$ cat config.mk
export PLATFORM = sky130hd
export DESIGN_NAME = cosim_lfsr32
export DESIGN_NICKNAME = d
export VERILOG_FILES = /design/src/rtl/cosim_stim_pkg.sv /design/src/rtl/cosim_lfsr32.sv
export SDC_FILE = /design/constraint.sdc
export NUM_CORES = 1
export LEC_CHECK = 0
export CORE_UTILIZATION = 40
export CTS_BUF_LIST = sky130_fd_sc_hd__clkbuf_2 sky130_fd_sc_hd__clkbuf_4 sky130_fd_sc_hd__clkbuf_8
export CTS_CLUSTER_DIAMETER = 150
export CTS_CLUSTER_SIZE = 8
export DETAILED_ROUTE_END_ITERATION = 7
export DONT_BUFFER_PORTS = 1
export PLACE_DENSITY = 0.51
export SLEW_MARGIN = 25
export SYNTH_ARGS = -nofsm -noshare
export SYNTH_HDL_FRONTEND = slang
export SYNTH_SLANG_ARGS = --single-unit
$ cat constraint.sdc
create_clock -name clk -period 1.49 [get_ports clk]
set_input_delay 0.149 -clock clk [delete_from_list [all_inputs] [get_ports clk]]
set_output_delay 0.149 -clock clk [all_outputs]
set_load 0.03 [all_outputs]
$ cat src/rtl/cosim_stim_pkg.sv
// Shared types and helpers for the cosim stimulus generator / response checker.
package cosim_stim_pkg;

    typedef enum logic [2:0] {
        IDLE,
        RST1,
        REL1,
        RAND,
        RST2,
        REL2,
        DIR,
        DONE
    } cosim_state_e;

    // Galois taps for x^32 + x^22 + x^2 + x + 1, right-shifting form.
    localparam logic [31:0] LFSR_TAPS = 32'h8020_0003;

    // One right-shift Galois step.
    function automatic logic [31:0] lfsr_next(input logic [31:0] cur);
        logic [31:0] shifted;
        shifted = cur >> 1;
        lfsr_next = cur[0] ? (shifted ^ LFSR_TAPS) : shifted;
    endfunction

    // Number of cycles a state holds one vector before moving on.
    function automatic int unsigned phase_len(input cosim_state_e st, input int unsigned hold);
        case (st)
            RST1, RST2, RAND, DIR: phase_len = hold;
            default:               phase_len = 1;
        endcase
    endfunction

endpackage

$ cat src/rtl/cosim_lfsr32.sv
// 32-bit Galois LFSR with synchronous load and step enable.
module cosim_lfsr32
    import cosim_stim_pkg::*;
#(
    parameter logic [31:0] RESET_VAL = 32'h1234_5678
) (
    input  logic        clk,
    input  logic        rst,
    input  logic        load,
    input  logic [31:0] seed,
    input  logic        step,
    output logic [31:0] q
);

    // Load takes priority over step so a fresh run always begins at the seed.
    always_ff @(posedge clk or posedge rst) begin
        if (rst) begin
            q <= RESET_VAL;
        end else if (load) begin
            q <= seed;
        end else if (step) begin
            q <= lfsr_next(q);
        end
    end

endmodule

==> out/summary.txt <==
H-tree levels: 2
Core region area: 3690 µm²
Drt pass-1 iters: 4
CTS Buf Count: 5
Total number of yosys warnings: 0
Library cells used by synthesis: 18
WS Path Type: flop to flop
Pwr Density: 1190 nW/µm²
Most frequent cell after synthesis: nand2_1
Io pins: 68
Final setup fails: 0
Leakage power: 0.858 nW
Sequential-to-total area share from yosys stat: 52.7%
Crit Path Max Fanout: 3
Mapped Cells: 144
Antenna cells: 0
Die span in y: 64.2 µm
Setup Skew: 0.00375 ns
FMAX: 844 MHz
Worst path arrival time: 1.38 ns
Post-synthesis average cell area: 10.8 µm²
Root Buffer: clkbuf_8
Initial antenna violation count: 0
Port bufs: 0
Clock sink count: 32
Synth-to-Final Area Change: 24.5%
Reg with most FFs: q
Final min period: 1.18 ns
Global route total overflow: 0
FF/Latch Area: 817 µm²
Synth area leaders: dfrtp_1, dfstp_2, mux2i_1
Worst Setup End Kind: flop
Share of synthesized flip-flops with an asynchronous set or reset: 100%
Final nets: 206
Initial drt markers: 50
Final Hold Viols: 0
Max VDD drop: 0.000599 V
Rows: 22
Post-Route Setup TNS: 0 ns
CP Data Required Time: 1.69 ns
WL/cell: 15.2 µm
Vias in the first global route: 1,196
Via count: 1,128
Total Routed Length: 3.33 mm
Largest register FFs: 32
Max cap viols: 0
Clk_lat worst skew: 0.27 ns
Final core occ: 52.3%
Synth top area share: 30.7%
Final Max Tran Viols: 0
RSZ-0062 raised after global routing: false
Initial Util: 42.0%
DP HPWL: 1.89 mm
Top_reg_cell synth: dfrtp_1
First-pass GRT wire length: 5.49 mm
Status: finished, final reports clean
Type of the worst min-delay path: input port to flop
DRC viols: 0
Tot GR Track Use: 17.8%
Filler instances: 350
Chip Width: 64.2 µm
Largest regs: q x32
Post-CTS sizing: 0
Multi-input logic area: 638 µm²
CTS max path bufs: 2
Vias per cell: 5.15
Largest net degree at the start of global routing: 51
Slew margin rel.: 73.4%
Synth top cells by count: nand2_1, mux2i_1, o21ai_1
Die ar.: 4130 µm²
Clock slew seen by the registers of the worst setup and hold paths: 0.06 ns
ANT nets after route: 0
Crit share post-route: 79.5%
FF-to-FF setup slack: 0.31 ns
Mapped cell area: 1550 µm²
Layout cells sized above 1: 14.0%
CTS tree: done
Least-Margin Pin Slew: 0.399 ns
Number of synthesized flops with an enable pin: 0
Biggest area consumer among synthesized cells: dfrtp_1
Post-synthesis net count: 180
GP Congestion: 0.611
Synthesized flop and latch total: 32
Crit path launch type: flop
[cells in the final DEF (no fill, tap or decap), drive strengths merged]
cell / synthesis / final
inv: 1 / 1
o211ai: 2 / 2
mux2i: 29 / 29
nor2b: 1 / 1
dlygate4sd3: 0 / 27
nand2: 32 / 32
o21ai: 29 / 29
clkbuf: 1 / 8
or3b: 2 / 2
nand2b: 1 / 1
a221o: 1 / 1
dfrtp: 19 / 19
xnor2: 2 / 2
buf: 10 / 3
nor4bb: 1 / 1
dfstp: 13 / 13
[routing by layer]
metal  GRT usage (%)  up-vias  routed length (µm)
met4            5.83        0                  51
li1                -      543                   -
met3            7.14        6                 239
met5               0        -                   0
met2            29.8       49                1590
met1            20.6      530                1440
[metrics by stage]
stage                     total power, W  setup slack, ns  instances  cell area (µm²)  hold WS [ns]
after detailed placement         0.00149            0.312        183             1530         0.148
after global routing             0.00241            0.247        219             1930       0.00563
after CTS                        0.00231            0.285        217             1910      0.000393
after floorplan                  0.00148            0.360        144             1550         0.250
final                            0.00229            0.306        219             1930       0.00433
after global placement           0.00148            0.338        183             1530         0.139
[final cells by class]
type | instances | share of cell area (%)
well taps | 48 | 3.11
repair buffers | 30 | 15.8
multi-input cells | 100 | 33.1
flip-flops and latches | 32 | 42.4
clock buffers | 8 | 5.39
inverters | 1 | 0.195
[logic make-up after synthesis]
logic type             Yosys count  synth area share (%)
XOR/XNOR                         2                  1.13
flip-flops                      32                  52.7
multiplexers                    29                  18.7
buffers and inverters           12                  6.06
AND/OR/NAND/NOR                 37                  10.3
AO/OA/AOI/OAI                   32                  11.0
[where the power goes]
| group | total [W] | internal (W) | switching (W) |
|---|---|---|---|
| registers | 0.00127 | 0.000993 | 0.000277 |
| clock network | 0.000734 | 0.000439 | 0.000295 |
| logic | 0.000281 | 0.000160 | 0.000121 |
[critical path: stages (launching register included)]
cell and delay (ns):
dfstp_2 0.63, or3b_1 0.36, o211ai_1 0.11
[path summary, 6_finish.rpt]
check / start / end / depth (start not counted)
max: q[21]$_DFFE_PP1P_ / q[21]$_DFFE_PP1P_ / 2
min reg2reg: q[14]$_DFFE_PP1P_ / q[14]$_DFFE_PP1P_ / 2
min in group asynchronous: rst / q[29]$_DFFE_PP0P_ / 3
max reg2reg: q[21]$_DFFE_PP1P_ / q[21]$_DFFE_PP1P_ / 2
max in group asynchronous: rst / q[6]$_DFFE_PP1P_ / 3
min: seed[15] / q[15]$_DFFE_PP0P_ / 2
[repair_timing]
action                    in CTS  in global routing
hold buffers                  26                  2
buffers inserted               0                  0
hold endpoints to repair      48                  2
(Power assumes the default switching activity.)
